`config.mk`:
```
export PLATFORM = sky130hd
export DESIGN_NAME = ysyx_22050710_mdu
export DESIGN_NICKNAME = d
export VERILOG_FILES = /design/src/rtl/ysyx_22050710_mdu_pkg.sv /design/src/rtl/ysyx_22050710_mdu_divcore.sv /design/src/rtl/ysyx_22050710_mdu.sv
export SDC_FILE = /design/constraint.sdc
export NUM_CORES = 2
export LEC_CHECK = 0
export CORE_ASPECT_RATIO = 0.7
export CORE_MARGIN = 2
export CORE_UTILIZATION = 35
export DETAILED_ROUTE_END_ITERATION = 8
export DONT_BUFFER_PORTS = 1
export PLACE_DENSITY_LB_ADDON = 0.1
export SYNTH_ARGS = -nofsm -noshare
export SYNTH_HDL_FRONTEND = slang
export SYNTH_HIERARCHICAL = 1
export SYNTH_SLANG_ARGS = --single-unit
```
`constraint.sdc`:
```
create_clock -name i_clk -period 5.11 [get_ports i_clk]
set_clock_uncertainty 0.1 [all_clocks]
set_input_delay 1.022 -clock i_clk [delete_from_list [all_inputs] [get_ports i_clk]]
set_output_delay 1.022 -clock i_clk [all_outputs]
set_load 0.02 [all_outputs]
```
`src/rtl/ysyx_22050710_mdu_pkg.sv`:
```
// ysyx_22050710_mdu_pkg: ALU control codes, FSM states and width defaults for the multiply/divide unit
package ysyx_22050710_mdu_pkg;
  localparam int MDU_XLEN = 64;
  localparam int MDU_WLEN = 32;
  localparam logic [4:0] MUL  = 5'b11100;
  localparam logic [4:0] DIV  = 5'b11011;
  localparam logic [4:0] DIVU = 5'b11010;
  localparam logic [4:0] REM  = 5'b11101;
  localparam logic [4:0] REMU = 5'b11001;
  typedef enum logic [1:0] {IDLE, BUSY, FIX, DONE} state_t;
  function automatic logic is_mdu(input logic [4:0] c);
    return c == MUL || c == DIV || c == DIVU || c == REM || c == REMU;
  endfunction
endpackage

```
`src/rtl/ysyx_22050710_mdu_divcore.sv`:
```
// ysyx_22050710_mdu_divcore: restoring divider on unsigned magnitudes, one quotient bit per step
module ysyx_22050710_mdu_divcore #(
  parameter int W = 64
) (
  input  logic         clk,
  input  logic         rst_n,
  input  logic         start,
  input  logic         step,
  input  logic [W-1:0] dividend,
  input  logic [W-1:0] divisor,
  output logic [W-1:0] quo,
  output logic [W-1:0] rem
);
  logic [W-1:0] r, q, d;
  logic [W:0] sh;
  logic ge;
  assign sh = {r, q[W-1]};
  assign ge = sh >= {1'b0, d};
  assign quo = q;
  assign rem = r;
  // the partial remainder stays below the divisor, so it always fits W bits after restoring
  always_ff @(posedge clk or negedge rst_n)
    if (!rst_n) begin
      r <= '0;
      q <= '0;
      d <= '0;
    end else if (start) begin
      r <= '0;
      q <= dividend;
      d <= divisor;
    end else if (step) begin
      r <= ge ? sh[W-1:0] - d : sh[W-1:0];
      q <= {q[W-2:0], ge};
    end
endmodule

```
`src/rtl/ysyx_22050710_mdu.sv`:
```
// ysyx_22050710_mdu: iterative RV64M multiply/divide unit with valid/ready on both sides
// YSYX_22050710_MDU_EARLY_OUT_EN lets the multiplier stop once the remaining multiplier bits are zero
module ysyx_22050710_mdu
  import ysyx_22050710_mdu_pkg::*;
#(
  parameter int XLEN = MDU_XLEN,
  parameter int WLEN = MDU_WLEN
) (
  input  logic            i_clk,
  input  logic            i_rst_n,
  input  logic            i_valid,
  output logic            o_ready,
  input  logic [4:0]      i_aluctr,
  input  logic            i_word_cut,
  input  logic [XLEN-1:0] i_src_a,
  input  logic [XLEN-1:0] i_src_b,
  input  logic [4:0]      i_rd,
  input  logic            i_flush,
  output logic            o_out_valid,
  input  logic            i_out_ready,
  output logic [XLEN-1:0] o_result,
  output logic [4:0]      o_rd
);
  localparam int CW = $clog2(XLEN);
`ifdef YSYX_22050710_MDU_EARLY_OUT_EN
  localparam bit EARLY = 1'b1;
`else
  localparam bit EARLY = 1'b0;
`endif
  state_t state, state_nx;
  logic [4:0] op_q;
  logic word_q, neg_q, zero_q, ovf_q;
  logic [CW-1:0] cnt;
  logic [XLEN-1:0] a_q, mcand, mplier, prod, quo, rem, res, res_w;
  logic [XLEN-1:0] a_ext, b_ext, a_mag, b_mag, min_v;
  logic sgn, is_div, sa, sb, div_zero, ovf, special, acc, last;
  assign o_ready = state == IDLE;
  always_comb begin
    sgn = i_aluctr != DIVU && i_aluctr != REMU;
    is_div = i_aluctr != MUL;
    a_ext = i_word_cut ? {{(XLEN-WLEN){sgn & i_src_a[WLEN-1]}}, i_src_a[WLEN-1:0]} : i_src_a;
    b_ext = i_word_cut ? {{(XLEN-WLEN){sgn & i_src_b[WLEN-1]}}, i_src_b[WLEN-1:0]} : i_src_b;
    sa = sgn & a_ext[XLEN-1];
    sb = sgn & b_ext[XLEN-1];
    a_mag = sa ? -a_ext : a_ext;
    b_mag = sb ? -b_ext : b_ext;
    min_v = i_word_cut ? {{(XLEN-WLEN+1){1'b1}}, {(WLEN-1){1'b0}}} : {1'b1, {(XLEN-1){1'b0}}};
    div_zero = is_div && b_ext == '0;
    ovf = is_div && sgn && a_ext == min_v && b_ext == {XLEN{1'b1}};
    special = div_zero || ovf || (EARLY && !is_div && b_ext == '0);
    acc = i_valid && o_ready && !i_flush && is_mdu(i_aluctr);
    last = cnt == '0 || (EARLY && op_q == MUL && mplier[XLEN-1:1] == '0);
  end
  always_comb begin
    state_nx = state;
    if (i_flush) state_nx = IDLE;
    else
      case (state)
        IDLE: state_nx = acc ? (special ? FIX : BUSY) : IDLE;
        BUSY: state_nx = last ? FIX : BUSY;
        FIX:  state_nx = DONE;
        DONE: state_nx = (o_out_valid && i_out_ready) ? IDLE : DONE;
        default: state_nx = IDLE;
      endcase
  end
  always_ff @(posedge i_clk or negedge i_rst_n)
    if (!i_rst_n) state <= IDLE;
    else state <= state_nx;
  // word results are formed at full width and then cut back to WLEN with sign extension
  always_comb begin
    res = op_q == MUL ? (neg_q ? -prod : prod)
        : (op_q == DIV || op_q == DIVU) ? (zero_q ? {XLEN{1'b1}} : ovf_q ? a_q : neg_q ? -quo : quo)
        : (zero_q ? a_q : ovf_q ? '0 : neg_q ? -rem : rem);
    res_w = word_q ? {{(XLEN-WLEN){res[WLEN-1]}}, res[WLEN-1:0]} : res;
  end
  always_ff @(posedge i_clk or negedge i_rst_n)
    if (!i_rst_n) begin
      op_q <= '0;
      word_q <= 1'b0;
      neg_q <= 1'b0;
      zero_q <= 1'b0;
      ovf_q <= 1'b0;
      a_q <= '0;
      mcand <= '0;
      mplier <= '0;
      prod <= '0;
      cnt <= '0;
      o_rd <= '0;
      o_result <= '0;
      o_out_valid <= 1'b0;
    end else begin
      if (acc) begin
        op_q <= i_aluctr;
        word_q <= i_word_cut;
        neg_q <= i_aluctr == REM ? sa : sa ^ sb;
        zero_q <= div_zero;
        ovf_q <= ovf;
        a_q <= a_ext;
        mcand <= a_mag;
        mplier <= b_mag;
        prod <= '0;
        cnt <= i_word_cut ? CW'(WLEN-1) : CW'(XLEN-1);
        o_rd <= i_rd;
      end else if (state == BUSY) begin
        prod <= prod + (mplier[0] ? mcand : '0);
        mcand <= mcand << 1;
        mplier <= mplier >> 1;
        cnt <= cnt - CW'(1);
      end
      if (state == FIX && !i_flush) o_result <= res_w;
      o_out_valid <= !i_flush && state == DONE && !(o_out_valid && i_out_ready);
    end
  ysyx_22050710_mdu_divcore #(.W(XLEN)) u_divcore (
    .clk(i_clk),
    .rst_n(i_rst_n),
    .start(acc),
    .step(state == BUSY),
    .dividend(i_word_cut ? a_mag << WLEN : a_mag),
    .divisor(b_mag),
    .quo(quo),
    .rem(rem)
  );
endmodule

```
# After elaboration in Yosys (flattened, before gate mapping)
# Index checks and enable logic that the tools add are counted.
[totals] regBits=535 wordCells=109 input_bits=144
[classes] magnitude_cmp=1 reduce_logical=24 eq_ne=16 muxes=38 n_addsub=8 bitwise_logic=5
[ops] cell="64-bit 2-to-1 mux" count=27
[ops] cell="64-bit negation" count=5
[ops] cell="65-bit by 64-bit greater-or-equal comparator with 1-bit output" count=1
[ops] cell="64-bit adder" count=1
[ops] cell="64-bit == test" count=1
[ops] cell="64-bit == test, second input constant" count=1
[ops] cell="64-bit logical NOT" count=1
[ops] cell="64-bit subtractor" count=1
[ops] cell="63-bit 2-to-1 mux" count=1
[ops] cell="5-bit == test, second input constant" count=8
[ops] cell="6-bit 2-to-1 mux" count=3
[ops] cell="5-bit inequality test, second input constant" count=3
[ops] cell="1-bit logical AND" count=12
[ops] cell="2-bit 2-to-1 mux" count=5
[ops] cell="2-bit case mux with 4 select lines" count=1
[ops] cell="6-bit logical NOT" count=1
[ops] cell="1-bit logical OR" count=6
[ops] cell="6-bit by 1-bit subtractor with 6-bit output, second input constant" count=1
[ops] cell="1-bit AND" count=4
[ops] cell="2-bit == test, second input constant" count=2
[ops] cell="2-bit by 1-bit == test with 1-bit output, second input constant" count=1
[ops] cell="1-bit logical NOT" count=2
[ops] cell="2-bit logical NOT" count=1
[ops] cell="2-bit nonzero test" count=1
[ops] cell="other kinds (2)" count=2

# Longest topological paths before layout
[logic_depth] depth_word=12 mapped_depth=15

# Modules after synthesis
# The synthesis kept the hierarchy.
[by_module_without_submodules] module="ysyx_22050710_mdu" area_per_inst_um2=28416.0 instances=1 cells_per_inst=3673
[by_module_without_submodules] module="ysyx_22050710_mdu_divcore" area_per_inst_um2=12375.6 instances=1 cells_per_inst=1477

# Worst setup path after synthesis
# Ideal clock, no wire load.
[synth_timing] path_type="input -> register" start="input port i_src_a[19]" end="register u_divcore.q[63], in the netlist u_divcore/quo[63]" arrival_time_ps=3730 cell_stages=12 required_ps=4927 slack_ps=1198 cell_sequence="or4_1 -> nor4_1 -> nand4_1 -> a211o_1 -> buf_2 -> a211oi_2 -> o21ai_1 -> or3_1 -> a21oi_1 -> o21bai_1 -> nand2_1 -> o21ai_0"
[synth_via] elab_chain_len=5
[synth_rtl] element="start, declared" line="ysyx_22050710_mdu.sv:15" rtl="input logic [XLEN-1:0] i_src_a,"
[synth_rtl] element="64-bit 2-to-1 mux" line="ysyx_22050710_mdu.sv:41" rtl="a_ext = i_word_cut ? {{(XLEN-WLEN){sgn & i_src_a[WLEN-1]}}, i_src_a[WLEN-1:0]} : i_src_a;"
[synth_rtl] element="64-bit negation" line="ysyx_22050710_mdu.sv:45" rtl="a_mag = sa ? -a_ext : a_ext;"
[synth_rtl] element="64-bit 2-to-1 mux" line="ysyx_22050710_mdu.sv:45"
[synth_rtl] element="64-bit 2-to-1 mux" line="ysyx_22050710_mdu.sv:118" rtl=".dividend(i_word_cut ? a_mag << WLEN : a_mag),"
[synth_rtl] element="64-bit 2-to-1 mux" line="ysyx_22050710_mdu_divcore.sv:27" rtl="end else if (start) begin"
[synth_rtl] element="end signal, assigned" line="ysyx_22050710_mdu_divcore.sv:29" rtl="q <= dividend;"
[synth_rtl] element="end signal, assigned" line="ysyx_22050710_mdu_divcore.sv:33" rtl="q <= {q[W-2:0], ge};"
[synth_rtl] element="end, declared" line="ysyx_22050710_mdu_divcore.sv:14" rtl="logic [W-1:0] r, q, d;"
# Every way passes these cells.
# A chain may end at the register's enable or synchronous reset.

# Worst setup path after layout
[layout_timing] start="register mplier[0]" end="register prod[53]"
[layout_via] elab_chain_len=4
[layout_rtl] element="start, declared" line="ysyx_22050710_mdu.sv:34" rtl="logic [XLEN-1:0] a_q, mcand, mplier, prod, quo, rem, res, res_w;"
[layout_rtl] element="start signal, assigned" line="ysyx_22050710_mdu.sv:100" rtl="mplier <= b_mag;"
[layout_rtl] element="start signal, assigned" line="ysyx_22050710_mdu.sv:107" rtl="mplier <= mplier >> 1;"
[layout_rtl] element="64-bit 2-to-1 mux" line="ysyx_22050710_mdu.sv:105" rtl="prod <= prod + (mplier[0] ? mcand : '0);"
[layout_rtl] element="64-bit adder" line="ysyx_22050710_mdu.sv:105"
[layout_rtl] element="64-bit 2-to-1 mux" line="ysyx_22050710_mdu.sv:104" rtl="end else if (state == BUSY) begin"
[layout_rtl] element="64-bit 2-to-1 mux" line="ysyx_22050710_mdu.sv:92" rtl="if (acc) begin"
[layout_rtl] element="end signal, assigned" line="ysyx_22050710_mdu.sv:105"
[layout_rtl] element="end, declared" line="ysyx_22050710_mdu.sv:34"
# Every way passes these cells. The select of a mux whose other input is x is not followed.

==> summary.md <==
| Metric | Value |
|---|---|
| Yosys reg bits | roughly 540 |
| Final GP Congestion | between 0.9 and 1 |
| Global-route wire length before repair | ~270000 um |
| Final slew viol count | 106 |
| Vias in the first global route | approximately 37000 |
| Detailed Place HPWL | between 100000 and 150000 um |
| Final Hold Viols | 0 |
| Hold slack | between 0.09 and 0.1 ns |
| Iteration-0 DRC Markers | roughly 5000 |
| Max H-tree Level | 3 |
| Final ANT Viol Nets | 0 |
| Total negative slack | 0 ns |
| Final total power | 29.00 mW |
| Vias | between 40000 and 50000 |
| RR Startpoint | mplier[0]$_DFFE_PN0P_ |
| PD cells | between 600 and 700 mW/mm2 |
| Critical path data required time | 5.58 ns |
| WL/cell | 28.13 um |
| Root Driver | clkbuf_16 |
| DRC viols | 0 |
| Fin crit period | 4.843 ns |
| Leakage | around 18 nW |
| Synth top area share | 0.3282 |
| Leading area contributor after synthesis | dfrtp_1 |
| Cells after Synth | between 5000 and 6000 |
| CTS tree | done |
| IO buf count | 0 |
| CP Capture Type | flop |
| Vias per cell | between 6 and 7 |
| FF-to-FF setup slack | roughly 0.27 ns |
| Maxcap violations | 0 |
| Final core occ | 0.3907 |
| Post-synth top flop | dfrtp_1 |
| Cts bufs inserted | 66 |
| Drt pass-1 iters | 8 |
| F_max | 0.2065 GHz |
| Critical path fanouts, max | 29 |
| Seq/Total Area, Yosys | 0.3282 |
| Worst r2r path cells | 13 |
| RSZ-0062 raised after global routing | false |
| Core Region | approximately 0.12 mm2 |
| # fillers | approximately 12000 |
| Drt total wl | between 150000 and 200000 um |
| Largest net degree at the start of global routing | about 540 |
| Clock buffer depth | 3 |
| Synth Net Count | ~5400 |
| Worst min-delay path category | in -> async |
| CTS Sinks | between 500 and 600 |
| Die Ht | slightly below 300 um |
| Post-synth EDFFs | 0 |
| Area grow syn2layout | 10.41% |
| # rows | approximately 100 |
| Final setup vio count | 0 |
| Critical R2R Capture | prod[53]$_DFFE_PN0P_ |
| Netlist cell types | 100 |
| Yosys warning total | 6 |
| Worst-path clk slew | 0.06 ns |
| Layout cells sized above 1 | 0.07160 |
| Final worst-path cycle share | 0.9477 |
| Post_cts resized | 0 |
| Initial antenna violation count | 11 |
| Relative slew slack | -0.1437 |
| Die ar. | around 0.12 mm2 |
| Most common cell in the netlist | nand2_1 |
| Synth area leaders | dfrtp_1 (33%), nand2_1 (7.6%), o21ai_0 (7.0%), xnor2_1 (4.6%), ha_1 (4.1%) |
| Status | finished with violations |
| Post-synthesis async set-or-reset flop share | 1.000 |
| Worst setup SP type | flop |
| Initial Util | 0.3538 |
| Clk_lat worst skew | about 0.66 ns |
| Syn_area_per_cell | between 7 and 8 um2 |
| Top post-synthesis cells by count | nand2_1 (831), o21ai_0 (569), dfrtp_1 (535), nor2_1 (331), a21oi_1 (292) |
| NumNets Final | 5302 |
| WP data arrival | ~5.3 ns |
| Grt total ovfl | 0 |
| Synthesized cell area | roughly 0.04 mm2 |
| Worst VDD drop | between 0.2 and 0.3 mV |
| Die width | approximately 400 um |
| I/O pin count | between 200 and 250 |
| Global Route Usage Sum | 0.3032 |
| CP Class | reg -> reg |
| Slew @ Worst Pin | 1.716 ns |
| Violated checks | max-slew violations |
## kinds of logic after synthesis
family                     share of synthesized area
adders and majority gates                    0.04233
buffers and inverters                        0.04549
DFF                                           0.3282
and+or+nand+nor                               0.2063
AOI/OAI and AO/OA                             0.2693
muxes                                        0.02595
xor gates and xnor gates                     0.08245
## routing by layer
metal,global-route usage,vias up,wire length (um)
met4,0.05219,2,3315
met5,0,-,13
li1,-,18460,-
met2,0.4042,1791,71950
met3,0.09544,182,19610
met1,0.4709,20090,91020
## placed cells by master, fill, tap and decap left out, types with 36 or more instances in the layout
cell type,Yosys,layout
nand2_1,831,830
o21ai_0,569,569
dfrtp_1,535,532
nor2_1,331,328
a21oi_1,292,290
xnor2_1,212,207
xor2_1,172,171
a22oi_1,139,139
buf_4,7,138
ha_1,134,134
inv_1,128,127
a21o_1,111,111
nor3_1,94,94
nand3_1,95,94
mux2i_1,90,90
and2_1,83,83
o31ai_1,81,81
nand4_1,72,72
clkbuf_16,0,68
or3_1,62,62
o211ai_1,53,53
nor4_1,52,52
a311oi_1,51,51
or4_1,46,46
o41ai_1,45,45
a31oi_1,43,43
a211oi_1,36,36
## area by class of cell
class,count,area (um2),area share
diodes,2,5.005,0.0001111
clock buffers,92,1992,0.04423
repair buffers,146,1204,0.02672
inverters,130,503.0,0.01117
multi-input cells,4143,25670,0.5699
flip-flops and latches,535,13390,0.2974
well taps,1537,1923,0.04270
clock inverters,24,349.1,0.007751
## where the power goes
group	switching, mW	leakage [nW]	internal [mW]
clock network	2.12	1.15	3.12
registers	2.74	6.72	5.96
logic	9.51	10.6	5.55
## through the flow
stage,cells,cell area [um2],setup slack (ns)
3_3_place_gp,6490,42670,0.4402
6_report,6609,45040,0.2674
4_1_cts,6606,45010,0.4037
5_1_grt,6607,45030,0.08197
3_5_place_dp,6490,42670,0.4452
2_1_floorplan,5150,40790,1.198
## repair_timing
| action | in CTS | in global routing |
|---|---|---|
| hold buffers | 0 | 1 |
| buffers inserted | 0 | 0 |
| hold endpoints to repair | 0 | 68 |
| endpoints found under the setup margin | 0 | 0 |
## registers in the layout, indices dropped and copies added, names as in the netlist, 64 cells and up
signal,flops
u_divcore/quo,64
u_divcore/d,64
u_divcore/rem,64
o_result,64
a_q,64
prod,64
mplier,64
mcand,64
## worst max-delay path, stage by stage (launching register included)
cell and delay [ns]:
dfrtp_1 1.00, buf_4 0.41, and2_1 0.18, ha_1 0.28
nand4_1 0.22, or4_1 0.65, nor4_1 0.56, a211oi_1 0.17
buf_4 0.20, o21ai_0 0.37, buf_4 0.21, a21oi_1 0.07
xor2_1 0.14, o21ai_0 0.16
## worst max path at each step
stage | startpoint | endpoint | slack, ns | cells after the start
after global routing | mplier[0]$_DFFE_PN0P_ | prod[53]$_DFFE_PN0P_ | 0.08 | 13
after floorplan | i_src_a[19] | u_divcore/quo[63]$_DFFE_PN0P_ | 1.20 | 12
after detailed placement | mplier[0]$_DFFE_PN0P_ | prod[53]$_DFFE_PN0P_ | 0.45 | 13
final | mplier[0]$_DFFE_PN0P_ | prod[53]$_DFFE_PN0P_ | 0.27 | 13
after CTS | mplier[0]$_DFFE_PN0P_ | prod[53]$_DFFE_PN0P_ | 0.40 | 13
after global placement | mplier[0]$_DFFE_PN0P_ | prod[53]$_DFFE_PN0P_ | 0.44 | 13
No activity file was read; power rests on OpenSTA's default activity.
